<file path="src/rtl/asrv32_bus_initiator.sv">
`default_nettype none
// ============================================================================
// asrv32_bus_initiator : stb/ack data-memory initiator for byte/half/word
//                        loads and stores, with alignment checks and timeout.
// Revision 1.0
// ============================================================================
module asrv32_bus_initiator #(
    parameter int TIMEOUT_CYCLES = 16
) (
    input  logic        i_clk,
    input  logic        i_rst_n,
    input  logic        i_req,
    input  logic        i_we,
    input  logic [31:0] i_addr,
    input  logic [1:0]  i_size,
    input  logic        i_unsigned,
    input  logic [31:0] i_wdata,
    output logic        o_busy,
    output logic        o_done,
    output logic [31:0] o_rdata,
    output logic        o_err,
    output logic [1:0]  o_err_code,
    output logic        o_stb,
    output logic [31:0] o_addr,
    output logic [31:0] o_wdata,
    output logic [3:0]  o_wr_mask,
    output logic        o_wr_en,
    input  logic        i_ack,
    input  logic [31:0] i_rdata
);

    localparam int CW = $clog2(TIMEOUT_CYCLES + 1);
    localparam logic [CW-1:0] C_TO_LAST = CW'(TIMEOUT_CYCLES - 1);

    localparam logic [1:0] ERR_NONE     = 2'b00;
    localparam logic [1:0] ERR_MISALIGN = 2'b01;
    localparam logic [1:0] ERR_SIZE     = 2'b10;
    localparam logic [1:0] ERR_TIMEOUT  = 2'b11;

    typedef enum logic [1:0] {
        S_IDLE  = 2'd0,
        S_ISSUE = 2'd1,
        S_WAIT  = 2'd2,
        S_DONE  = 2'd3
    } state_t;

    state_t        state, state_nx;
    logic [1:0]    err_code, err_code_nx;
    logic          we_q;
    logic [31:0]   addr_q;
    logic [1:0]    size_q;
    logic          uns_q;
    logic [31:0]   wdata_q;
    logic [CW-1:0] cnt;
    logic [31:0]   rdata_q;

    logic          misaligned;
    logic          issue;
    logic [31:0]   shifted;
    logic [31:0]   load_ext;
    logic [3:0]    lane_mask;
    logic [31:0]   lane_wdata;

    assign misaligned = ((i_size == 2'b01) && i_addr[0]) ||
                        ((i_size == 2'b10) && (i_addr[1:0] != 2'b00));

    always_comb begin
        state_nx    = state;
        err_code_nx = err_code;
        case (state)
            S_IDLE: begin
                if (i_req) begin
                    if (i_size == 2'b11) begin
                        state_nx    = S_DONE;
                        err_code_nx = ERR_SIZE;
                    end else if (misaligned) begin
                        state_nx    = S_DONE;
                        err_code_nx = ERR_MISALIGN;
                    end else begin
                        state_nx    = S_ISSUE;
                    end
                end
            end
            S_ISSUE: state_nx = S_WAIT;
            S_WAIT: begin
                // an ack on the last permitted cycle still counts as success
                if (i_ack) begin
                    state_nx = S_DONE;
                end else if (cnt == C_TO_LAST) begin
                    state_nx    = S_DONE;
                    err_code_nx = ERR_TIMEOUT;
                end
            end
            S_DONE: begin
                state_nx    = S_IDLE;
                err_code_nx = ERR_NONE;
            end
            default: begin
                state_nx    = S_IDLE;
                err_code_nx = ERR_NONE;
            end
        endcase
    end

    assign shifted = i_rdata >> {addr_q[1:0], 3'b000};

    always_comb begin
        case (size_q)
            2'b00:   load_ext = {{24{~uns_q & shifted[7]}},  shifted[7:0]};
            2'b01:   load_ext = {{16{~uns_q & shifted[15]}}, shifted[15:0]};
            default: load_ext = shifted;
        endcase
    end

    always_comb begin
        case (size_q)
            2'b00: begin
                lane_mask  = 4'b0001 << addr_q[1:0];
                lane_wdata = {4{wdata_q[7:0]}};
            end
            2'b01: begin
                lane_mask  = 4'b0011 << addr_q[1:0];
                lane_wdata = {2{wdata_q[15:0]}};
            end
            default: begin
                lane_mask  = 4'b1111;
                lane_wdata = wdata_q;
            end
        endcase
    end

    always_ff @(posedge i_clk or negedge i_rst_n) begin
        if (!i_rst_n) begin
            state    <= S_IDLE;
            err_code <= ERR_NONE;
            we_q     <= 1'b0;
            addr_q   <= 32'd0;
            size_q   <= 2'b00;
            uns_q    <= 1'b0;
            wdata_q  <= 32'd0;
            cnt      <= '0;
            rdata_q  <= 32'd0;
        end else begin
            state    <= state_nx;
            err_code <= err_code_nx;
            if (state == S_IDLE && i_req) begin
                we_q    <= i_we;
                addr_q  <= i_addr;
                size_q  <= i_size;
                uns_q   <= i_unsigned;
                wdata_q <= i_wdata;
            end
            if (state == S_ISSUE) begin
                cnt <= '0;
            end else if (state == S_WAIT) begin
                cnt <= cnt + CW'(1);
            end
            if (state == S_WAIT && i_ack && !we_q) begin
                rdata_q <= load_ext;
            end
        end
    end

    // Bus outputs decode straight from state so a reset kills them at once.
    assign issue      = (state == S_ISSUE);
    assign o_stb      = issue;
    assign o_wr_en    = issue & we_q;
    assign o_addr     = issue ? {addr_q[31:2], 2'b00} : 32'd0;
    assign o_wr_mask  = (issue && we_q) ? lane_mask : 4'b0000;
    assign o_wdata    = issue ? lane_wdata : 32'd0;

    assign o_busy     = (state != S_IDLE);
    assign o_done     = (state == S_DONE);
    assign o_err_code = err_code;
    assign o_err      = |err_code;
    assign o_rdata    = rdata_q;

endmodule
`default_nettype wire
</file>
<file path="config.mk">
export PLATFORM = sky130hd
export DESIGN_NAME = asrv32_bus_initiator
export DESIGN_NICKNAME = d
export VERILOG_FILES = /design/src/rtl/asrv32_bus_initiator.sv
export SDC_FILE = /design/constraint.sdc
export NUM_CORES = 1
export LEC_CHECK = 0
export ABC_AREA = 0
export BUFFER_PORTS_ARGS = -buffer_cell sky130_fd_sc_hd__buf_4
export CORE_ASPECT_RATIO = 1.4
export CORE_MARGIN = 2
export CORE_UTILIZATION = 50
export DETAILED_ROUTE_END_ITERATION = 10
export GPL_ROUTABILITY_DRIVEN = 0
export PLACE_DENSITY = 0.78
export SKIP_CTS_REPAIR_TIMING = 1
export SYNTH_ARGS = -nofsm -noshare
export SYNTH_HDL_FRONTEND = slang
export SYNTH_SLANG_ARGS = --single-unit
</file>
<file path="constraint.sdc">
create_clock -name i_clk -period 4 [get_ports i_clk]
set_input_delay 0.8 -clock i_clk [delete_from_list [all_inputs] [get_ports i_clk]]
set_output_delay 0.8 -clock i_clk [all_outputs]
set_load 0.02 [all_outputs]
</file>
; ---- After elaboration in Yosys (flattened, before gate mapping)
; Cells that the tools add are included.
[op_classes]
addsub = 1
eq_ne = 13
shift = 3
n_mux = 19
bitwise = 4
reduce_logical = 17
[ops]
columns = operator, n
row1 = $pmux W32 S2, 2
row2 = $mux W32, 2
row3 = $shr A32 B5 Y32, 1
row4 = $mux W2, 9
row5 = $mux W5, 2
row6 = $eq A2 B2 Y1 const B, 4
row7 = $pmux W2 S4, 1
row8 = $pmux W4 S2, 1
row9 = $eq A2 B1 Y1 const B, 3
row10 = $logic_and A1 B1 Y1, 6
row11 = $ne A2 B2 Y1 const B, 3
row12 = $ne A3 B3 Y1 const B, 2
row13 = $pmux W2 S3, 1
row14 = $reduce_bool A2 Y1, 3
row15 = $add A5 B1 Y5 const B, 1
row16 = $eq A5 B4 Y1 const B, 1
row17 = $reduce_and A5 Y1, 1
row18 = $logic_not A2 Y1, 2
row19 = $mux W4, 1
row20 = $shl A1 B2 Y4 const A, 1
row21 = $shl A2 B2 Y4 const A, 1
row22 = $and A1 B1 Y1, 3
row23 = $reduce_bool A3 Y1, 1
row24 = $reduce_and A2 Y1, 1
row25 = 4 further kinds, 4
[totals]
register_bits = 109
input_bits = 104
output_inout_bits = 107
word_cells = 66

; ---- Depth between registers and ports, before layout
; Gate-level depths: netlist of the first run.
[logic_depth]
word_depth = 7
ltp_mapped = 7
mapped_depth_nobuf = 7

; ---- Worst setup path before layout of the first run
; No wires, ideal clock.
[synth_path]
kind = reg2out
from = register size_q[1]
to = output port o_wdata[14]
arrival_ns = 1.798
required_time_ns = 3.200
path_slack_ns = 1.402
path_stages_with_launch = 7
path_buffers = 3
path_cell_list = dfrtp_1 clkbuf_1 or2_2 clkbuf_1 clkbuf_1 nand2_1 a21boi_0
[synth_via]
elab_chain_len = 3
elab_cells_between_ends = 4
classes_between = eq/ne: 1 / mux: 2 / reduce/logical: 1
[synth_lines]
columns = element, line_no
row1 = "start, declared", 51  ; logic [1:0] size_q;
row2 = "start signal, assigned", 149  ; size_q <= i_size;
row3 = $eq A2 B1 Y1 or $logic_not A2 Y1 (tied branches), 116  ; case (size_q)
row4 = $pmux W32 S2 (*), 116
row5 = $mux W32 (*), 170  ; assign o_wdata = issue ? lane_wdata : 32'd0;
row6 = "end, declared", 25  ; output logic [31:0] o_wdata,
; Every way passes the cells marked *; elsewhere a longest branch is shown, timed or not.

; ---- Worst setup path in the final report of the first run
[layout_path]
from = register state[1]
to = output port o_wdata[8]
[layout_via]
elab_chain_len = 2
[layout_lines]
columns = element, line_no
row1 = "start, declared", 47  ; state_t state, state_nx;
row2 = "start signal, assigned", 144  ; state <= state_nx;
row3 = $eq A2 B1 Y1, 165  ; assign issue = (state == S_ISSUE);
row4 = $mux W32, 170
; Every way passes these cells.

==> run metrics, run 1 <==
Post-Syn Area=between 5000 and 6000 µm²; slowest stage cell, crit path=ha_2; vias in the first global route=4,662; clk_skew=0.00752 ns; Final Non-Filler Cells=855; #FFs+latches synth=109; drt drc=0; Detail Route Antenna Nets=0; CP max stage delay=a little under 0.6 ns; register area share after synthesis=0.486; HP Class=flip-flop to flip-flop; Sw Ratio=0.411; Power Internal=around 3.6 mW; WP buf/inv=3; Fmax=315 MHz; routed length on met1=approximately 5900 µm; Reg clk slew, reported paths=around 0.070 ns; Critical Path Most Common Cell=buf_4; WL met3=1120 µm; final max-slew violation count=0; Yosys warnings=0; # diodes=0; CP Class=flip-flop to primary output; largest net degree at the start of global routing=73; syn avg cell area=10.8 µm²; CP Cell Sequence=inv_1, ha_2, buf_4, a21boi_0, buf_4; Top delay family on crit path=buffers and inverters; worst slew pin tran=roughly 1.0 ns; maximum clock path buffer count=2; Post-synth EDFFs=0; Die Ht=129 µm; Max H-tree Level=3; RSZ-0062 raised after global routing=no; Starting Density=0.514; FFs w/ async S/R, synth=1.00; Area after DPL=7270 µm²; Min Clock Period, post-route=3.17 ns; CTS tree=yes; root buf cell=clkbuf_16; Post-Syn Instances=about 520; Final Hold Viols=0; DRT Pass-1 Iters=4; hpwl dp=between 10,000 and 15,000 µm; initial antenna violation count=0; Syn-to-layout area delta=34.3%; max-cap violation count=0; core box area=10,900 µm²; CP Depth=5; nets=821; die area=12,100 µm²; Vias=roughly 4,600; DR iter-0 viols=roughly 140; Max Used Layer=met4; GRT Total Usage=0.252; Power Density=818 nW/µm²; Seq pwr share=0.337; clock sinks=109; Setup violations, final=0; Crit. End Element=primary output; cell count of the worst hold path=2; I/O pin cnt=211; slew margin rel.=0.325; P_sw=2.54 mW; static leakage=3.79 nW; peak supply drop=396 µV; first-pass GRT wire length=23,500 µm; layout cell share with drive strength beyond 1=0.440; DIE WIDTH=93.6 µm; drt via density=5.37; met2 WL=7630 µm; total CTS buffers=9; element type at the critical path start=flip-flop; main flop type after synthesis=dfrtp_1; Design Power=about 6.2 mW; status=finished, final reports clean; r2r worst-path depth=6; combinational power share=0.528; PortBufs=roughly 210; Final Cycle Share=0.793; WP data required=3.20 ns; critical-path maximum fanout=37; Clock Latency Late Sink=0.35 ns; WL per Instance=17.7 µm; design area=7540 µm²; data arrival time of the critical path=2.37 ns; total global routing overflow=0; unique cell type count in the Yosys netlist=42; num rows=45; placed cells=840; Clock power frac=0.135; Routed WL=15,100 µm; setup TNS=0 ns
[sequential cells by signal, summed over array words and instances (netlist names)]
register	cells
uns_q	1
o_rdata	32
we_q	1
o_err_code	2
wdata_q	32
addr_q	32
cnt	5
state	2
size_q	2
[power groups by stage]
stage | Combinational (mW) | Sequential, mW | Clock (mW)
6_report | 3.26 | 2.08 | 0.831
5_1_grt | 3.52 | 2.15 | 0.895
4_1_cts | 3.28 | 2.08 | 0.850
3_5_place_dp | 3.27 | 2.10 | 0
3_3_place_gp | 3.21 | 2.07 | 0
2_1_floorplan | 2.01 | 2.13 | 0
[worst min-delay path, stage by stage (launching register included)]
cell,delay (ns)
dfrtp_1,0.35
nand2_1,0.05
o21ai_0,0.06
[placed cells by master, fill, tap and decap left out, types with 2 or more instances in the layout]
cell type and count:
buf_4 215, dfrtp_1 109, mux2_2 78, nand2_1 45, and2_1 45, mux2i_1 34
nor2_1 30, a21oi_1 22, o21ai_0 18, nand3_1 16, inv_1 10, nor2b_1 9
clkbuf_16 9, o211a_1 8, a21boi_0 8, a221o_1 8, ha_1 6, nor3_1 4
o22ai_1 4, nand2b_1 4, or2_2 2, and3_1 2, nor3b_1 2, conb_1 2
clkbuf_1 2, clkinv_4 2
[per-layer routing]
layer / global-route usage / up-vias
met4: 0.113 / 0
met5: 0 / -
met2: 0.427 / 179
met3: 0.0727 / 31
li1: - / 2179
met1: 0.296 / 2202
[cells in the mapped netlist (4+ instances only)]
master / instances / area share
buf_1: 8 / 0.0053
o22ai_1: 4 / 0.0045
o21ai_0: 18 / 0.016
a21oi_1: 22 / 0.020
ha_1: 7 / 0.016
o211a_1: 8 / 0.014
mux2_2: 78 / 0.16
nor2_1: 30 / 0.020
dfrtp_1: 109 / 0.49
nand2b_1: 4 / 0.0045
inv_1: 10 / 0.0067
nor3_1: 4 / 0.0036
a221o_1: 8 / 0.014
nand2_1: 46 / 0.031
clkbuf_1: 23 / 0.015
mux2i_1: 34 / 0.061
and2_1: 45 / 0.050
nor2b_1: 9 / 0.010
a21boi_0: 8 / 0.011
nand3_1: 16 / 0.014
[final cells by class]
class,instances,area (µm²)
clock inverter,3,22.5
clock buffer,12,246
multi-input combinational,363,2700
timing repair buffer,216,1630
inverter,11,41.3
tap,141,176
fill,870,3380
sequential,109,2730
[cell families after synthesis]
kind of cell	after synthesis	share of synthesized area
other	1	0.000668
DFF	109	0.486
muxes	113	0.221
buffers and inverters	48	0.0359
adders and majority gates	7	0.0156
AOI/OAI and AO/OA	77	0.0920
and+or+nand+nor	164	0.149
[through the flow]
stage	util	hold slack [ns]	setup WS, ns
after global routing	0.691	0.518	0.651
final	0.691	0.490	0.830
after floorplan	-	0.471	1.40
after detailed placement	0.666	0.477	1.23
after CTS	0.691	0.493	0.832
after global placement	0.666	0.466	1.34
[worst paths after layout]
kind | endpoint | startpoint | slack [ns]
setup / recovery | o_wdata[8] | state[1]$_DFFE_PN0P_ | 0.83
max in group asynchronous | wdata_q[16]$_DFFE_PN0P_ | i_rst_n | 2.58
hold reg to reg | o_rdata[6]$_DFFE_PN0P_ | o_rdata[6]$_DFFE_PN0P_ | 0.49
min in group asynchronous | o_err_code[0]$_DFFE_PN0P_ | i_rst_n | 0.57
setup reg to reg | o_rdata[28]$_DFFE_PN0P_ | state[0]$_DFFE_PN0P_ | 1.65
hold / removal | o_rdata[6]$_DFFE_PN0P_ | o_rdata[6]$_DFFE_PN0P_ | 0.49
Note: power is estimated with default switching activity, not from simulation.
==> run 2: changes to the inputs <==
==> constraint.sdc (replaced) <==
create_clock -name i_clk -period 2.96 [get_ports i_clk]
set_input_delay 0.592 -clock i_clk [delete_from_list [all_inputs] [get_ports i_clk]]
set_output_delay 0.592 -clock i_clk [all_outputs]
set_load 0.02 [all_outputs]
==> run metrics, run 2 (same netlist as run 1, synthesis figures left out) <==
WL per Instance=18.6 µm (+5.0%); static leakage=3.83 nW (+1.2%); nets=825 (+0.49%); vias in the first global route=4,938 (+5.9%); critical-path maximum fanout=19 (-49%); Clock power frac=0.153 (+0.018); Detail Route Antenna Nets=0 (unchanged); Final Cycle Share=0.923; Routed WL=16,000 µm (+5.6%); DIE WIDTH=93.6 µm (unchanged); Sw Ratio=0.409 (-0.00205); drt via density=5.50 (+2.5%); initial antenna violation count=0 (unchanged); maximum clock path buffer count=2 (unchanged); Final Non-Filler Cells=860 (+0.58%); die area=12,100 µm² (unchanged); slew margin rel.=0.330 (+0.00426); core box area=10,900 µm² (unchanged); # diodes=0 (unchanged); Clock Latency Late Sink=0.35 ns (about the same); total CTS buffers=9 (unchanged); CP Class=flip-flop to primary output; Power Density=1130 nW/µm² (+38%); largest net degree at the start of global routing=56 (-23%); placed cells=844 (+0.48%); Setup violations, final=0 (unchanged); commonest cells after routing, fill and taps aside=219 x buf_4, 109 x dfrtp_1, 78 x mux2_2; worst slew pin tran=0.998 ns (-0.00634 ns); commonest non-fill, non-tap cell in the layout=buf_4; Vias=4,731 (+3.0%); hpwl dp=12,000 µm (+5.0%); P_sw=3.53 mW (+39%); drt drc=0 (unchanged); WP data required=2.37 ns (-0.83 ns); layout cell share with drive strength beyond 1=0.445 (+0.00529); WP buf/inv=2 (-1); CP Cell Sequence=clkinv_1, o211a_1, buf_4; peak supply drop=599 µV (+51%); root buf cell=clkbuf_16; data arrival time of the critical path=2.14 ns (-0.23 ns); total global routing overflow=0 (unchanged); max-cap violation count=0 (unchanged); slowest stage cell, crit path=dfrtp_1; clock sinks=109 (unchanged); RSZ-0062 raised after global routing=no; Seq pwr share=0.330 (-0.007); status=finished, final reports clean; PortBufs=208 (unchanged); Syn-to-layout area delta=36.0%; final max-slew violation count=0 (unchanged); HP Class=input port to async pin; design area=7640 µm² (+1.2%); Top delay family on crit path=buffers and inverters; CP max stage delay=0.67 ns (+0.08 ns); Starting Density=0.514 (unchanged); Power Internal=5.09 mW (+40%); GRT Total Usage=0.265 (+0.0128); Area after DPL=7300 µm² (+0.41%); I/O pin cnt=211 (unchanged); Final Hold Viols=0 (unchanged); CTS tree=yes; first-pass GRT wire length=24,800 µm (+5.5%); DRT Pass-1 Iters=4 (unchanged); Crit. End Element=primary output; clk_skew=0.00759 ns (+0.0000739 ns); Reg clk slew, reported paths=0.07 ns (about the same); Max H-tree Level=3 (unchanged); Design Power=8.61 mW (+40%); element type at the critical path start=flip-flop; Fmax=366 MHz; setup TNS=0 ns (unchanged); DR iter-0 viols=173 (+26%); Min Clock Period, post-route=2.73 ns; Die Ht=129 µm (unchanged); num rows=45 (unchanged); combinational power share=0.516 (-0.012)
-- run 2: changes by cell type in the layout (fill, tap and decap cells not counted), sizes merged --
| cell | delta |
|---|---|
| clkinv | -1 |
| clkbuf | -2 |
| buf | +4 |
| inv | +2 |
| bufinv | +2 |
-- run 2: final timing paths --
| path | depth (start not counted) | to | slack [ns] | from |
|---|---|---|---|---|
| min | 1 | o_rdata[7]$_DFFE_PN0P_ | 0.18 | i_rst_n |
| min reg2reg | 2 | o_rdata[0]$_DFFE_PN0P_ | 0.50 | o_rdata[0]$_DFFE_PN0P_ |
| max reg2reg | 4 | o_rdata[21]$_DFFE_PN0P_ | 0.75 | size_q[1]$_DFFE_PN0P_ |
| min in group i_clk | 2 | wdata_q[28]$_DFFE_PN0P_ | 0.47 | i_wdata[28] |
| max | 3 | o_wdata[25] | 0.23 | size_q[1]$_DFFE_PN0P_ |
| max in group asynchronous | 2 | wdata_q[17]$_DFFE_PN0P_ | 2.12 | i_rst_n |
-- run 2: stage by stage --
step	util	setup WS (ns)	hold slack, ns
5_1_grt	0.699	0.103	0.207
3_5_place_dp	0.669	0.445	0.483
6_report	0.699	0.228	0.175
4_1_cts	0.698	0.0595	0.187
2_1_floorplan	-	0.570	0.296
3_3_place_gp	0.669	0.607	0.470
-- run 2: layout make-up --
type / instances / area (µm²)
clock buffer: 10 / 229
tap: 141 / 176
fill: 845 / 3290
timing repair buffer: 220 / 1660
clock inverter: 6 / 93.8
multi-input combinational: 363 / 2710
inverter: 11 / 41.3
sequential: 109 / 2730
-- run 2: per-layer routing --
layer,wire length [µm],part of all wire,global-route usage,vias up
met3,1080,0.067,0.0628,32
met2,8430,0.53,0.464,187
met1,6000,0.38,0.309,2325
met4,450,0.028,0.115,0
li1,-,-,-,2187
met5,0,0,0,-
-- run 2: power groups by stage --
| stage | clock (mW) | combinational (mW) | sequential (mW) |
|---|---|---|---|
| after floorplan | 0 | 2.71 | 2.88 |
| after CTS | 1.34 | 4.46 | 2.84 |
| final | 1.32 | 4.45 | 2.85 |
| after global routing | 1.41 | 4.78 | 2.95 |
| after global placement | 0 | 4.31 | 2.81 |
| after detailed placement | 0 | 4.43 | 2.87 |
==> run 3: changes to the inputs <==
==> constraint.sdc (replaced) <==
create_clock -name i_clk -period 2.8 [get_ports i_clk]
set_input_delay 0.56 -clock i_clk [delete_from_list [all_inputs] [get_ports i_clk]]
set_output_delay 0.56 -clock i_clk [all_outputs]
set_load 0.02 [all_outputs]
==> run metrics, run 3 (same netlist as run 1, synthesis figures left out) <==
WHS=0.189 ns (+0.0141 ns); Final Hold Viols=0 (unchanged); GRT Total Usage=0.257 (-0.00785); Reg clk slew, reported paths=0.07 ns (about the same); combinational power share=0.522 (+0.006); Final Cycle Share=0.913; Crit. End Element=primary output; DRT Pass-1 Iters=4 (unchanged); first-pass GRT wire length=24,300 µm (-2.1%); Starting Density=0.514 (unchanged); num rows=45 (unchanged); die area=12,100 µm² (unchanged); Syn-to-layout area delta=35.5%; DIE WIDTH=93.6 µm (unchanged); I/O pin cnt=211 (unchanged); Fmax=about 390 MHz; setup TNS=0 ns (unchanged); Power Density=1170 nW/µm² (+4.1%); initial antenna violation count=0 (unchanged); Multi-input gate area=2710 µm² (unchanged); Routed WL=15,300 µm (-4.1%); Sw Ratio=0.406 (-0.00354); FF-to-FF End=o_rdata[31]$_DFFE_PN0P_; crit path from=size_q[1]$_DFFE_PN0P_; CP Class=flip-flop to primary output; hpwl dp=11,600 µm (-3.5%); total CTS buffers=9 (unchanged); WL per Instance=17.8 µm (-4.0%); P_sw=3.62 mW (+2.8%); Seq pwr share=0.336 (+0.006); slew margin rel.=0.346 (+0.0169); Detail Route Antenna Nets=0 (unchanged); Clock power frac=0.142 (-0.011); peak supply drop=601 µV (+0.19%); CTS tree=yes; core box area=10,900 µm² (unchanged); DR iter-0 viols=225 (+30%); Max H-tree Level=3 (unchanged); clk_skew=0.00920 ns (+0.00161 ns); worst slack, placed=0.462 ns (+0.0173 ns); critical-path maximum fanout=19 (unchanged); r2r worst-path depth=5 (+1); final max-slew violation count=0 (unchanged); static leakage=3.81 nW (-0.51%); RSZ-0062 raised after global routing=no; Setup violations, final=0 (unchanged); filler instances=865 (+2.4%); vias in the first global route=4,828 (-2.2%); Clock Latency Late Sink=0.34 ns (about the same); Die Ht=129 µm (unchanged); WP data required=2.24 ns (-0.13 ns); RR Startpoint=state[0]$_DFFE_PN0P_; drt drc=0 (unchanged); drt via density=5.35 (-2.7%); total global routing overflow=0 (unchanged); maximum clock path buffer count=2 (unchanged); status=finished, final reports clean; PortBufs=208 (unchanged); nets=825 (unchanged); Design Power=8.93 mW (+3.7%); commonest cells after routing, fill and taps aside=219 x buf_4, 109 x dfrtp_1, 78 x mux2_2; data arrival time of the critical path=2.00 ns (-0.14 ns); root buf cell=clkbuf_16; crit path to=o_wdata[25]; Area after DPL=7300 µm² (unchanged); design area=7610 µm² (-0.39%); largest net degree at the start of global routing=70 (+25%); clock sinks=109 (unchanged); Power Internal=5.31 mW (+4.3%); reg2reg setup slack=0.62 ns (-0.13 ns); register area=2730 µm² (unchanged); post-route setup slack=0.244 ns (+0.0160 ns); # diodes=0 (unchanged); max-cap violation count=0 (unchanged); commonest non-fill, non-tap cell in the layout=buf_4; HP Class=input port to async pin; Min Clock Period, post-route=~2.6 ns; Vias=4,599 (-2.8%); worst slew pin tran=0.973 ns (-0.0251 ns); element type at the critical path start=flip-flop; layout cell share with drive strength beyond 1=0.443 (-0.00217)
[run 3: cell types whose count changed in the layout (fill, tap and decap cells not counted)]
cell	change
clkinvlp_4	+1
inv_6	-1
clkbuf_8	+1
clkbuf_1	+1
bufinv_16	-1
clkinv_2	-1
inv_8	-1
[run 3: metal layers]
metal  share of wire  vias to the layer above  track usage  wire [µm]
met5               0                        -            0          0
met3           0.077                       25       0.0709       1180
li1                -                     2174            -          -
met4           0.027                        0        0.106        413
met1            0.38                     2206        0.295       5750
met2            0.52                      194        0.451       7960
[run 3: worst min path at each step]
stage / to / slack, ns / startpoint
final: addr_q[0]$_DFFE_PN0P_ / 0.19 / i_rst_n
after global routing: addr_q[0]$_DFFE_PN0P_ / 0.23 / i_rst_n
after CTS: addr_q[0]$_DFFE_PN0P_ / 0.20 / i_rst_n
after detailed placement: o_rdata[7]$_DFFE_PN0P_ / 0.48 / o_rdata[7]$_DFFE_PN0P_
after global placement: o_rdata[6]$_DFFE_PN0P_ / 0.47 / o_rdata[6]$_DFFE_PN0P_
after floorplan: addr_q[0]$_DFFE_PN0P_ / 0.26 / i_rst_n
[run 3: power groups by stage]
stage / Combinational, mW / Sequential (mW) / Clock [mW]
after floorplan: 2.87 / 3.04 / 0
after global placement: 4.56 / 2.97 / 0
after detailed placement: 4.66 / 3.02 / 0
after CTS: 4.68 / 3.00 / 1.29
after global routing: 5.06 / 3.10 / 1.35
final: 4.67 / 3.00 / 1.26
[run 3: cell type report]
class / instances / area share
Timing Repair Buffer: 220 / 0.219
Sequential cell: 109 / 0.359
Tap cell: 141 / 0.0232
Inverter: 11 / 0.00543
Clock buffer: 12 / 0.0324
Clock inverter: 3 / 0.00609
Multi-Input combinational cell: 363 / 0.356
[run 3: critical path, stage by stage, from the launching register on]
cell      delay [ns]
dfrtp_1         0.54
clkinv_1        0.52
nand2_1         0.27
o211a_1         0.18
buf_4           0.14
[run 3: metrics by stage]
step           utilization  instances
6_report             0.696        859
5_1_grt              0.696        859
4_1_cts              0.696        859
3_5_place_dp         0.669        844
3_3_place_gp         0.669        844
2_1_floorplan            -        520
